<file path="src/rtl/count_timer_pkg.sv">
// Shared helpers for the count_timer interval timer.
package count_timer_pkg;

   localparam int unsigned CT_DEFAULT_STOP_COUNT = 32'd100;

   // Counter width able to hold STOP_COUNT; never below one bit.
   function automatic int unsigned ct_cnt_width(input longint unsigned stop_count);
      int unsigned w;
      w = $clog2(stop_count + 64'd1);
      if (w < 32'd1) begin
         w = 32'd1;
      end else begin
         w = w;
      end
      return w;
   endfunction

endpackage

</file>
<file path="src/rtl/count_timer.sv">
// Non-retriggerable one-shot interval timer: a sampled start produces a
// one-cycle done pulse STOP_COUNT edges later; a held start chains intervals.
module count_timer
   import count_timer_pkg::*;
#(
   parameter int unsigned STOP_COUNT = CT_DEFAULT_STOP_COUNT
) (
   input  logic clk,
   input  logic rst,
   input  logic start,
   output logic done
);

   localparam int unsigned CW = ct_cnt_width(64'(STOP_COUNT));
   localparam logic [CW-1:0] LAST = CW'(STOP_COUNT - 32'd1);

   generate
      if (STOP_COUNT == 32'd0) begin : g_bad_stop_count
         $fatal(1, "count_timer: STOP_COUNT must be at least 1");
      end
   endgenerate

   logic          running_q, running_d;
   logic [CW-1:0] cnt_q, cnt_d;
   logic          done_q, done_d;

   // Next-state: idle waits for start, running counts to LAST then re-samples start.
   always_comb begin
      running_d = running_q;
      cnt_d     = cnt_q;
      done_d    = 1'b0;
      if (!running_q) begin
         if (start) begin
            running_d = 1'b1;
            cnt_d     = '0;
         end else begin
            running_d = 1'b0;
         end
      end else if (cnt_q == LAST) begin
         done_d    = 1'b1;
         cnt_d     = '0;
         running_d = start;
      end else begin
         cnt_d = cnt_q + CW'(1);
      end
   end

   // State registers; reset wins over start on the same edge.
   always_ff @(posedge clk) begin
      if (rst) begin
         running_q <= 1'b0;
         cnt_q     <= '0;
         done_q    <= 1'b0;
      end else begin
         running_q <= running_d;
         cnt_q     <= cnt_d;
         done_q    <= done_d;
      end
   end

   assign done = done_q;

endmodule

</file>
<file path="config.mk">
export PLATFORM = sky130hd
export DESIGN_NAME = count_timer
export DESIGN_NICKNAME = d
export VERILOG_FILES = /design/src/rtl/count_timer_pkg.sv /design/src/rtl/count_timer.sv
export SDC_FILE = /design/constraint.sdc
export NUM_CORES = 1
export LEC_CHECK = 0
export CAP_MARGIN = 30
export CORE_AREA = 10 10 47 49
export CTS_CLUSTER_SIZE = 30
export DETAILED_ROUTE_END_ITERATION = 12
export DIE_AREA = 0 0 57 59
export PLACE_DENSITY = 0.64
export SYNTH_ARGS = -nofsm -noshare
export SYNTH_HDL_FRONTEND = slang
export SYNTH_SLANG_ARGS = --single-unit
</file>
<file path="constraint.sdc">
create_clock -name clk -period 3.9 [get_ports clk]
set_clock_uncertainty 0.1 [all_clocks]
set_input_delay 0.78 -clock clk [delete_from_list [all_inputs] [get_ports clk]]
set_output_delay 0.78 -clock clk [all_outputs]
set_load 0.02 [all_outputs]
</file>
==> flow_summary_export.csv <==
group,metric,value,unit
global_routing,grt_pass1_vias,401,
clock_network,cts.sinks,9,
yosys,async_flop_share,0,
timing,fin_crit_sh,0.525,
clock_network,cts_buffers,3,
yosys,synthCells,50,
critical_path,crit_fanout,1,
yosys,ys.flop_type,"dfxtp_1",
layout,areaGrowthSynthToFinish,12.6,%
yosys,synthTopCellsByCount,"9 x dfxtp_1, 6 x a21oi_1, 3 x inv_1, 3 x nor4b_1",
routing,drt_first_iter_violations,2,
timing,slew_viol_final,0,
yosys,synth_cell_type_count,23,
critical_path,cp_cell_sequence,"clkdlybuf4s50_1",
clock_network,clk_pin_slew,0.06,ns
yosys,synth.most_common_cell,"dfxtp_1",
critical_path,crit_path_max_incr_delay,0.60,ns
timing,hold_slack,0.433,ns
timing,finalHoldViolCount,0,
die,rows,14,
timing,rsz0062_at_grt,"false",
timing,setup_viol,0,
global_routing,antenna_found_initial,0,
critical_path,cp.buffers_inverters,1,
job,cap_violations,0,
timing,tightest_slew,0.549,ns
power,switching_share,0.238,
critical_path,worst-setup-path-type,"register to output pin",
die,die-area,3360,um^2
critical_path,worstPathArrival,1.17,ns
timing,max_freq,488,MHz
clock_network,clk_path_buf_depth,2,
yosys,synth_edf_count,0,
routing,final_antenna_net_count,0,
power,power.internal,139,uW
routing,viasPerCell,5.94,
yosys,synth_top_area_cell,"dfxtp_1",
placement,gp_congestion,0.745,
yosys,synth_area_per_cell,10.1,um^2
power,power_frac_comb,0.068,
clock_network,root_buffer,"clkbuf_4",
layout,diodes,0,
placement,io_buffer_count,3,
power,seqPwrFrac,0.540,
critical_path,worstSetupStartpointType,"register",
yosys,synth_area_leaders,"dfxtp_1 36%, a21oi_1 5.9%, nand4bb_4 5.4%",
power,p_switching,43.4,uW
power,power.total,182,uW
clock_network,cts_tree,"yes",
clock_network,cts_setup_buffers,0,
yosys,synthesis.area,505,um^2
yosys,ys_ff_latch,9,
global_routing,grt.total_usage,0.0658,
yosys,synth.top_cell.area_share,0.356,
critical_path,critPathTopFamily,"buffers and inverters",
layout,final_nets,60,
layout,fill_cells,150,
timing,finalSetupTns,0,ns
yosys,ys.warnings.count,0,
routing,first_pass_iters,3,
hold_path,hold_class,"register to register",
critical_path,slowest_stage,"clkdlybuf4s50_1",
placement,dp_cells,67,
critical_path,cp_data_required_time,3.02,ns
die,die_w,57,um
routing,wirelength,1010,um
global_routing,grt_max_degree,17,
timing,max_slew_margin,0.633,
die,die_h,59,um
die,ios,4,
timing,finalCriticalPeriod,2.05,ns
layout,utilization,0.406,
yosys,yosysSeqAreaShare,0.356,
layout,drive_gt1_frac,0.182,
global_routing,grt_overflow_total,0,
die,start_util,0.361,
power,powerDensity,320,nW/um^2
clock_network,htree_levels,1,
outcome,status,"completed",
power,p_leak,0.165,nW
yosys,synth_fp_nets,54,
clock_network,post_cts_resized,0,
clock_network,clk_latency,0.26,ns
global_routing,grt_pass1_wl,1790,um
placement,dpl.hpwl,709,um
critical_path,worstSetupEndpointType,"output pin",
power,power.share.clock,0.392,
power,peakVddDrop,0.200,mV
routing,drcViolationCount,0,
routing,num_vias,422,
layout,stdcell_count,71,
routing,wl_per_cell,14.3,um
clock_network,holdBufCountCts,0,
die,core_area,1400,um^2
[through the flow]
step	setup slack, ns	instance area (um^2)
2_1_floorplan	2.38	505
3_3_place_gp	1.66	543
3_5_place_dp	1.64	543
4_1_cts	1.84	569
5_1_grt	1.82	569
6_report	1.85	569
[logic make-up after synthesis]
logic type                 synth area share
AOI/OAI and AO/OA                     0.265
muxes                                0.0198
and+or+nand+nor                       0.287
buffers and inverters                0.0470
DFF                                   0.356
adders and majority gates            0.0247
[path summary, 6_finish.rpt]
path,from,cells after the start,endpoint,slack (ns)
setup reg to reg,cnt_q[0]$_SDFFE_PP0P_,4,cnt_q[6]$_SDFFE_PP0P_,2.47
hold / removal,cnt_q[1]$_SDFFE_PP0P_,2,cnt_q[1]$_SDFFE_PP0P_,0.43
setup / recovery,done$_SDFF_PP0_,1,done,1.85
hold reg to reg,cnt_q[1]$_SDFFE_PP0P_,2,cnt_q[1]$_SDFFE_PP0P_,0.43
[power groups by stage]
stage / logic, mW / registers [mW] / clock network [mW]
6_report: 0.0124 / 0.0985 / 0.0715
5_1_grt: 0.0135 / 0.0990 / 0.0755
4_1_cts: 0.0124 / 0.0984 / 0.0737
3_5_place_dp: 0.0123 / 0.100 / 0
3_3_place_gp: 0.0121 / 0.100 / 0
2_1_floorplan: 0.00990 / 0.0980 / 0
[cell usage in the layout, fill, tap and decap left out]
| cell | synthesis | layout |
|---|---|---|
| dfxtp_1 | 9 | 9 |
| a21oi_1 | 6 | 6 |
| inv_1 | 3 | 3 |
| nor4b_1 | 3 | 3 |
| clkbuf_4 | 0 | 3 |
| clkdlybuf4s50_1 | 0 | 3 |
| and3_4 | 2 | 2 |
| nand3_1 | 2 | 2 |
| o21ai_0 | 2 | 2 |
| nor3_1 | 2 | 2 |
| nand3b_1 | 2 | 2 |
| o31ai_1 | 2 | 2 |
| a311o_1 | 2 | 2 |
| nor3b_1 | 2 | 2 |
| a41oi_1 | 2 | 2 |
| o21ai_2 | 2 | 2 |
| nand2b_2 | 1 | 1 |
| nand4bb_4 | 1 | 1 |
| o21ai_4 | 1 | 1 |
| mux2i_1 | 1 | 1 |
| o211ai_1 | 1 | 1 |
| or4b_1 | 1 | 1 |
| ha_1 | 1 | 1 |
| clkbuf_1 | 0 | 1 |
[flip-flops by register name, summed over array words and instances (netlist names)]
register / count
cnt_q: 7
running_q: 1
done: 1
[final cells by class]
| cell class | count | area (um^2) | share of cell area |
|---|---|---|---|
| Clock buffer | 4 | 26.3 | 0.0462 |
| Inverter | 3 | 11.3 | 0.0198 |
| Multi-Input combinational cell | 36 | 302 | 0.530 |
| Sequential cell | 9 | 180 | 0.316 |
| Tap cell | 16 | 20.0 | 0.0352 |
| Timing Repair Buffer | 3 | 30.0 | 0.0527 |
[layer usage]
| layer | track usage | up-vias | wire length (um) |
|---|---|---|---|
| li1 | - | 209 | - |
| met1 | 0.0741 | 206 | 472 |
| met2 | 0.101 | 5 | 484 |
| met3 | 0.0215 | 2 | 37 |
| met4 | 0.0503 | 0 | 19 |
| met5 | 0 | - | 0 |
No activity file was read; power rests on OpenSTA's default activity.
